<file path="config.mk">
export PLATFORM = sky130hd
export DESIGN_NAME = cic_rate_ctrl
export DESIGN_NICKNAME = d
export VERILOG_FILES = /design/src/rtl/cic_rate_ctrl.sv
export SDC_FILE = /design/constraint.sdc
export NUM_CORES = 1
export LEC_CHECK = 0
export CAP_MARGIN = 20
export CORE_ASPECT_RATIO = 1.4
export CORE_UTILIZATION = 45
export CTS_CLUSTER_SIZE = 40
export DETAILED_ROUTE_END_ITERATION = 7
export GPL_TIMING_DRIVEN = 0
export PLACE_DENSITY = 0.7
export SYNTH_ARGS = -nofsm -noshare
export SYNTH_HDL_FRONTEND = slang
export SYNTH_SLANG_ARGS = --single-unit
</file>
<file path="constraint.sdc">
create_clock -name clock -period 2.38 [get_ports clock]
set_input_delay 0.476 -clock clock [delete_from_list [all_inputs] [get_ports clock]]
set_output_delay 0.476 -clock clock [all_outputs]
set_load 0.05 [all_outputs]
</file>
<file path="src/rtl/cic_rate_ctrl.sv">
// cic_rate_ctrl
//   Owns the decimation setting of the receive CIC decimator. Host requests
//   are validated here and applied only on a CIC output-frame boundary. The
//   first FLUSH_OUTPUTS CIC outputs after reset or after a rate change carry
//   comb-pipeline transients and are suppressed.
//
// Parameters
//   DEC_WIDTH     : width of decimation values
//   DEFAULT_DEC   : decimation applied at reset (must be a legal value)
//   FLUSH_OUTPUTS : CIC outputs discarded after reset / change (1..15)
//
// Ports
//   clock, reset_n          : clock, asynchronous active-low reset
//   req_valid/req_decimation: rate-change request, qualified by req_ready
//   req_ready               : high only in RUN
//   req_ack / req_err       : one-cycle completion / rejection pulses
//   cic_decimation          : registered decimation driven to the CIC
//   cic_out_strobe          : CIC output strobe
//   out_strobe              : qualified output strobe, one cycle behind
//   busy                    : high in PENDING or FLUSH
//
// Optional feature (macro CIC_RATE_CTRL_STATS_EN):
//   stat_changes : saturating count of completed rate changes
//   stat_dropped : saturating count of strobes suppressed while flushing
module cic_rate_ctrl #(
  parameter int DEC_WIDTH     = 6,
  parameter int DEFAULT_DEC   = 40,
  parameter int FLUSH_OUTPUTS = 6
) (
  input  logic                 clock,
  input  logic                 reset_n,
  input  logic                 req_valid,
  input  logic [DEC_WIDTH-1:0] req_decimation,
  output logic                 req_ready,
  output logic                 req_ack,
  output logic                 req_err,
  output logic [DEC_WIDTH-1:0] cic_decimation,
  input  logic                 cic_out_strobe,
  output logic                 out_strobe,
  output logic                 busy
`ifdef CIC_RATE_CTRL_STATS_EN
  ,
  output logic [15:0]          stat_changes,
  output logic [15:0]          stat_dropped
`endif
);

  localparam logic [3:0]           FLUSH_INIT = 4'(FLUSH_OUTPUTS);
  localparam logic [DEC_WIDTH-1:0] DEC_INIT   = DEC_WIDTH'(DEFAULT_DEC);

  typedef enum logic [1:0] {
    S_FLUSH   = 2'd0,
    S_RUN     = 2'd1,
    S_PENDING = 2'd2
  } state_t;

  state_t               r_state, w_state_next;
  logic [3:0]           r_fcnt, w_fcnt_next;
  logic [DEC_WIDTH-1:0] r_dec, w_dec_next;
  logic [DEC_WIDTH-1:0] r_pend_dec, w_pend_dec_next;
  logic                 r_chg, w_chg_next;     // current flush follows a rate change
  logic                 r_ack, w_ack_next;
  logic                 r_err, w_err_next;
  logic                 r_ostb, w_ostb_next;
  logic                 w_legal;
  logic                 w_flush_strobe;
  logic                 w_change_done;

  // Only the gain-compensated CIC rates are accepted.
  always_comb begin
    case (32'(req_decimation))
      32'd2, 32'd3, 32'd4, 32'd5, 32'd6, 32'd8,
      32'd10, 32'd12, 32'd20, 32'd24, 32'd40: w_legal = 1'b1;
      default:                                w_legal = 1'b0;
    endcase
  end

  assign w_flush_strobe = (r_state == S_FLUSH) && cic_out_strobe;
  // fcnt <= 1 (not == 1) so a corrupted zero count still exits FLUSH.
  assign w_change_done  = w_flush_strobe && (r_fcnt <= 4'd1) && r_chg;

  always_comb begin
    w_state_next    = r_state;
    w_fcnt_next     = r_fcnt;
    w_dec_next      = r_dec;
    w_pend_dec_next = r_pend_dec;
    w_chg_next      = r_chg;
    w_ack_next      = 1'b0;
    w_err_next      = 1'b0;
    w_ostb_next     = 1'b0;
    case (r_state)
      S_RUN: begin
        w_ostb_next = cic_out_strobe;
        if (req_valid) begin
          if (!w_legal) begin
            w_err_next = 1'b1;
          end else if (req_decimation == r_dec) begin
            w_ack_next = 1'b1;
          end else begin
            w_pend_dec_next = req_decimation;
            w_state_next    = S_PENDING;
          end
        end
      end
      S_PENDING: begin
        // The boundary strobe is still an old-rate output, so it is forwarded.
        w_ostb_next = cic_out_strobe;
        if (cic_out_strobe) begin
          w_dec_next   = r_pend_dec;
          w_fcnt_next  = FLUSH_INIT;
          w_chg_next   = 1'b1;
          w_state_next = S_FLUSH;
        end
      end
      S_FLUSH: begin
        if (cic_out_strobe) begin
          w_fcnt_next = r_fcnt - 4'd1;
          if (r_fcnt <= 4'd1) begin
            w_fcnt_next  = 4'd0;
            w_ack_next   = r_chg;  // the post-reset flush completes silently
            w_chg_next   = 1'b0;
            w_state_next = S_RUN;
          end
        end
      end
      default: begin
        w_state_next = S_FLUSH;
        w_fcnt_next  = FLUSH_INIT;
      end
    endcase
  end

  always_ff @(posedge clock or negedge reset_n) begin
    if (!reset_n) begin
      r_state    <= S_FLUSH;
      r_fcnt     <= FLUSH_INIT;
      r_dec      <= DEC_INIT;
      r_pend_dec <= DEC_INIT;
      r_chg      <= 1'b0;
      r_ack      <= 1'b0;
      r_err      <= 1'b0;
      r_ostb     <= 1'b0;
    end else begin
      r_state    <= w_state_next;
      r_fcnt     <= w_fcnt_next;
      r_dec      <= w_dec_next;
      r_pend_dec <= w_pend_dec_next;
      r_chg      <= w_chg_next;
      r_ack      <= w_ack_next;
      r_err      <= w_err_next;
      r_ostb     <= w_ostb_next;
    end
  end

  assign req_ready      = (r_state == S_RUN);
  assign busy           = (r_state != S_RUN);
  assign req_ack        = r_ack;
  assign req_err        = r_err;
  assign out_strobe     = r_ostb;
  assign cic_decimation = r_dec;

`ifdef CIC_RATE_CTRL_STATS_EN
  logic [15:0] r_stat_changes, r_stat_dropped;

  always_ff @(posedge clock or negedge reset_n) begin
    if (!reset_n) begin
      r_stat_changes <= 16'd0;
      r_stat_dropped <= 16'd0;
    end else begin
      if (w_change_done && (r_stat_changes != 16'hFFFF))
        r_stat_changes <= r_stat_changes + 16'd1;
      if (w_flush_strobe && (r_stat_dropped != 16'hFFFF))
        r_stat_dropped <= r_stat_dropped + 16'd1;
    end
  end

  assign stat_changes = r_stat_changes;
  assign stat_dropped = r_stat_dropped;
`else
  logic w_unused;
  assign w_unused = w_change_done;
`endif

endmodule

</file>
==> impl_metrics.csv, run 1 <==
group,metric,value,unit
route,wl_per_cell,14.0,µm
global_routing,overflow,0,
pwr,p_leak,0.000675,µW
global_routing,grt_pass1_vias,821,
worst_setup_path,crit_fanout,6,
placed_design,io_buffer_count,18,
route,vias,852,
worst_setup_path,crit_path_start_kind,"register",
sta,clock_skew,0.00936,ns
sta,finalSetupViolCount,0,
sta,fin_crit_sh,0.930,
sta,fmax,452,MHz
pwr,switchingPower,775,µW
global_routing,grt_max_degree,23,
cells_and_area,n_fill_cell,231,
cells_and_area,final_cells,162,
pwr,clockPowerShare,0.149,
worst_setup_path,cp-end-kind,"output pin",
synth,syn_nets,121,
pwr,swShare,0.412,
route,firstDrtPassIters,4,
clock_network,holdBufCountCts,0,
synth,ys_ff_latch,22,
pwr,vdd_ir_drop_max,0.746,mV
cells_and_area,insertedDiodeCount,0,
route,drc_errors,0,
worst_setup_path,crit_path_max_incr_delay,0.53,ns
pwr,power_density,1260,nW/µm²
synth,yosys_warnings,0,
global_routing,grt_pass1_wl,3760,µm
sta,hold_ws,0.431,ns
worst_setup_path,crit_type,"register to output pin",
route,antenna_left,0,
floorplan,coreArea,2470,µm²
worst_setup_path,cp.required,1.90,ns
sta,timing.final.crit_period,2.21,ns
worst_hold_path,hold_class,"input port to register",
route,routed_wl,2260,µm
synth,ys.flop_type,"dfrtp_1",
clock_network,cts_setup_buffers,0,
floorplan,row_count,21,
clock_network,path_clk_slew,0.13,ns
global_routing,track_usage,0.172,
worst_setup_path,cp_slowest_cell,"dlygate4sd2_1",
worst_setup_path,crit_family,"buffers and inverters",
outcome,outcome,"complete, no violations",
clock_network,root_buffer,"clkbuf_4",
cells_and_area,layout_common_cells,"dfrtp_1 (16), clkdlybuf4s50_1 (16), inv_1 (9)",
sta,tightest_slew,0.571,ns
worst_setup_path,crit_path_frequent_cell,"inv_1",
floorplan,die_x,45.7,µm
synth,synthCells,105,
placed_design,dpl.cell_count,157,
clock_network,htreeDepth,1,
clock_network,clock_path_buffers,2,
synth,ys_async_sr_fraction,1.00,
cells_and_area,nets,145,
placed_design,place_congestion,0.767,
synth,avgSynthCellArea,11.5,µm²
sta,final_hold_viol_count,0,
synth,synth-seq-area-share,0.463,
floorplan,start_util,0.488,
clock_network,cts_buffers,3,
sta,rsz0062_at_grt,"no",
pwr,pwr-share-comb,0.499,
route,drtIter0Drc,8,
cells_and_area,layout-drive-gt1-share,0.234,
pwr,total_power,1880,µW
clock_network,clk_latency,0.30,ns
worst_setup_path,path_cells,"inv_1 -> ha_1 -> inv_1 -> dlygate4sd2_1",
cells_and_area,area_growth,23.9,%
pwr,p_int,1110,µW
synth,synthDistinctLibCells,35,
sta,slew_viol_final,0,
floorplan,die_height,63.2,µm
clock_network,cts_sinks,22,
worst_setup_path,crit_arrival,1.74,ns
floorplan,dieArea,2890,µm²
worst_setup_path,worst-path-buf-inv,3,
synth,synth_edf_count,0,
sta,maxSlewHeadroom,0.608,
pwr,p_seq_frac,0.352,
placed_design,dp_hpwl,1710,µm
job,max_cap_viol_count,0,
route,avgViaCountPerCell,5.26,
floorplan,ios,21,
clock_network,cts_tree,"done",
synth,syn_area,1200,µm²
global_routing,antenna_found_initial,0,
[power by group through the flow]
stage	Clock [µW]	Sequential [µW]	Combinational, µW
after floorplan	0	819	533
after global placement	0	661	936
after detailed placement	0	671	955
after CTS	289	665	943
after global routing	302	680	1020
final	281	662	939
[per-layer routing]
layer	GRT usage	vias to the layer above	wire [µm]
met1	0.210	417	952
met2	0.307	16	1220
met4	0.0441	0	18
li1	-	417	-
met5	0	-	0
met3	0.0201	2	76
[sequential cells by signal, summed over array words and instances, names as in the netlist]
signal / cells
r_pend_dec: 6
out_strobe: 1
req_ack: 1
r_chg: 1
r_fcnt: 4
cic_decimation: 6
req_err: 1
r_state: 2
[cells in the mapped netlist (2+ instances only)]
cell type,instances,share of area
a21oi_1,4,0.017
nor2_1,3,0.0093
and2_1,2,0.010
inv_1,9,0.028
nand2b_1,2,0.010
or3_1,2,0.010
or4_1,2,0.012
nand3_1,5,0.021
dfstp_2,6,0.13
xnor2_1,3,0.022
ha_1,6,0.062
o21ai_0,5,0.021
nand2_1,3,0.0093
xor2_1,4,0.029
dfrtp_1,16,0.33
mux2_4,6,0.075
nor3_1,2,0.0083
a31oi_1,2,0.010
mux2_2,6,0.056
nand4_1,2,0.010
[final cells by class]
type                       count  area, µm²  area share
clock buffer                   3       22.5      0.0151
clock inverter                 1       30.0      0.0201
tap                           34       42.5      0.0285
buffer                         2       18.8      0.0126
multi-input combinational     72        594       0.398
sequential                    22        558       0.374
timing repair buffer          19        193       0.129
inverter                       9       33.8      0.0226
[worst paths after layout]
| kind | cells after the start | from | slack, ns | endpoint |
|---|---|---|---|---|
| worst min register to register | 1 | r_pend_dec[4] | 0.52 | r_pend_dec[4] |
| worst max-delay path | 4 | r_state[1] | 0.17 | busy |
| max in group asynchronous | 2 | reset_n | 1.39 | r_pend_dec[3] |
| min in group asynchronous | 1 | reset_n | 0.45 | r_state[0] |
| worst max register to register | 7 | r_fcnt[1] | 0.35 | r_state[1] |
| worst min-delay path | 2 | req_decimation[2] | 0.43 | r_pend_dec[2] |
[repair_timing]
action                                  in CTS  in global routing
hold endpoints to repair                     0                  0
resized for setup                            2                  0
endpoints found under the setup margin       2                  0
[worst register-to-register path: cells and delay by family (launching register included)]
kind                     cells  cell delay, ns
buffers and inverters        1            0.07
AND/OR/NAND/NOR              3            0.61
adder cells (fa/ha/maj)      1            0.20
AO/OA/AOI/OAI                2            0.54
flip-flops                   1            0.53
[metrics by stage]
| step | setup WS [ns] | TNS, ns | instance area, µm² | utilization |
|---|---|---|---|---|
| 2_1_floorplan | 0.432 | 0 | 1200 | - |
| 3_3_place_gp | -0.129 | -0.678 | 1430 | 0.578 |
| 3_5_place_dp | -0.163 | -0.860 | 1430 | 0.578 |
| 4_1_cts | 0.166 | 0 | 1480 | 0.598 |
| 5_1_grt | 0.0590 | 0 | 1490 | 0.604 |
| 6_report | 0.166 | 0 | 1490 | 0.604 |
[cell families (layout without fill, tap and decap cells)]
kind of cell / count (synthesis) / after routing / share of synthesized area
buffers and inverters: 11 / 34 / 0.0436
AOI/OAI and AO/OA: 18 / 18 / 0.0997
DFF: 22 / 22 / 0.463
adders and majority gates: 6 / 6 / 0.0623
muxes: 13 / 13 / 0.139
and+or+nand+nor: 28 / 28 / 0.141
xor gates and xnor gates: 7 / 7 / 0.0509
(Power assumes the default switching activity.)
==> run 2: changes to the inputs <==
- ABC_CLOCK_PERIOD_IN_PS: not set -> 2380
- MAX_ROUTING_LAYER: not set -> met4
==> impl_metrics.csv, run 2 (synthesis results as in run 1) <==
group,metric,value,unit
clock_network,post_cts_resized,2,
outcome,outcome,"complete, no violations",
worst_setup_path,crit_fanout,6,
clock_network,clock_path_buffers,2,
sta,finalSetupViolCount,0,
worst_setup_path,crit_path_start_kind,"register",
sta,tightest_slew,0.571,ns
route,vias,852,
route,drc_errors,0,
cells_and_area,layout_common_cells,"dfrtp_1 (16), clkdlybuf4s50_1 (16), inv_1 (9)",
sta,fmax,452,MHz
pwr,total_power,1880,µW
worst_setup_path,cp.required,1.90,ns
floorplan,row_count,21,
clock_network,clk_latency,0.30,ns
route,firstDrtPassIters,4,
worst_setup_path,crit_type,"register to output pin",
route,routed_wl,2260,µm
route,routed-wl-met3,76,µm
worst_hold_path,hold_class,"input port to register",
cells_and_area,nets,145,
route,wl_per_cell,14.0,µm
sta,fin_crit_sh,0.930,
route,avgViaCountPerCell,5.26,
floorplan,coreArea,2470,µm²
worst_setup_path,critPathLaunch,"r_state[1]",
clock_network,root_buffer,"clkbuf_4",
cells_and_area,insertedDiodeCount,0,
clock_network,holdBufCountCts,0,
route,top_layer_used,"met4",
clock_network,cts_sinks,22,
cells_and_area,layout-drive-gt1-share,0.234,
pwr,pwr-share-comb,0.499,
pwr,vdd_ir_drop_max,0.746,mV
global_routing,track_usage,0.177,
global_routing,grt_pass1_wl,3750,µm
floorplan,start_util,0.488,
pwr,switchingPower,775,µW
global_routing,overflow,0,
sta,clock_skew,0.00940,ns
clock_network,cts_setup_buffers,0,
global_routing,grt_pass1_vias,821,
clock_network,htreeDepth,1,
route,wl_met2,1220,µm
worst_setup_path,cp-end-kind,"output pin",
pwr,p_leak,0.000675,µW
floorplan,dieArea,2890,µm²
worst_setup_path,crit_arrival,1.74,ns
clock_network,cts_tree,"done",
worst_hold_path,min_from,"req_decimation[2]",
pwr,power_density,1260,nW/µm²
sta,slew_viol_final,0,
sta,timing.final.crit_period,2.21,ns
global_routing,grt_max_degree,23,
pwr,p_int,1110,µW
pwr,p_seq_frac,0.352,
route,antenna_left,0,
sta,maxSlewHeadroom,0.608,
cells_and_area,area_growth,23.9,%
cells_and_area,post-route-util,0.604,
pwr,swShare,0.412,
placed_design,dp_hpwl,1710,µm
placed_design,io_buffer_count,18,
floorplan,die_height,63.2,µm
sta,rsz0062_at_grt,"no",
clock_network,cts_buffers,3,
route,drtIter0Drc,7,
route,wl_met1,952,µm
clock_network,path_clk_slew,0.13,ns
worst_setup_path,r2r-start,"r_fcnt[1]",
placed_design,place_congestion,0.777,
sta,final_hold_viol_count,0,
floorplan,ios,21,
job,max_cap_viol_count,0,
floorplan,die_x,45.7,µm
global_routing,antenna_found_initial,0,
pwr,clockPowerShare,0.149,
-- run 2: cell counts in the layout (fill, tap and decap cells not counted) --
Identical to the previous run, type by type.
-- run 2: cell type report --
cell class              count  area [µm²]
well taps                  34        42.5
repair buffers             19         193
clock inverters             1        30.0
inverters                   9        33.8
flip-flops and latches     22         558
clock buffers               3        22.5
multi-input cells          72         594
plain buffers               2        18.8
fillers                   231         977
-- run 2: metal layers --
metal  vias to the layer above  global-route usage
met2                        16               0.307
met5                         -                   -
met4                         0              0.0441
li1                        417                   -
met3                         2              0.0201
met1                       417               0.210
-- run 2: worst paths after layout --
kind,end,slack (ns),depth (start not counted)
worst max-delay path,busy,0.17,4
min in group asynchronous,r_state[0],0.45,1
worst max register to register,r_state[1],0.35,7
max in group asynchronous,r_pend_dec[3],1.39,2
worst min-delay path,r_pend_dec[2],0.43,2
worst min register to register,r_pend_dec[4],0.52,1
-- run 2: worst max-delay path, stage by stage (launching register included) --
cell,delay (ns)
dfrtp_1,0.41
inv_1,0.09
ha_1,0.28
inv_1,0.12
dlygate4sd2_1,0.53
-- run 2: power groups by stage --
stage | sequential [µW] | clock, µW | combinational, µW
floorplan | 819 | 0 | 533
global placement | 661 | 0 | 936
detailed placement | 671 | 0 | 955
CTS | 665 | 289 | 943
global route | 680 | 302 | 1020
finish | 662 | 281 | 939
-- run 2: metrics by stage --
step | area (µm²) | hold slack, ns | worst slack, ns | instances | TNS (ns)
finish | 1490 | 0.431 | 0.166 | 162 | 0
global route | 1490 | 0.420 | 0.0590 | 162 | 0
CTS | 1480 | 0.429 | 0.166 | 161 | 0
detailed placement | 1430 | 0.495 | -0.163 | 157 | -0.860
global placement | 1430 | 0.488 | -0.129 | 157 | -0.678
floorplan | 1200 | 0.180 | 0.432 | 105 | 0
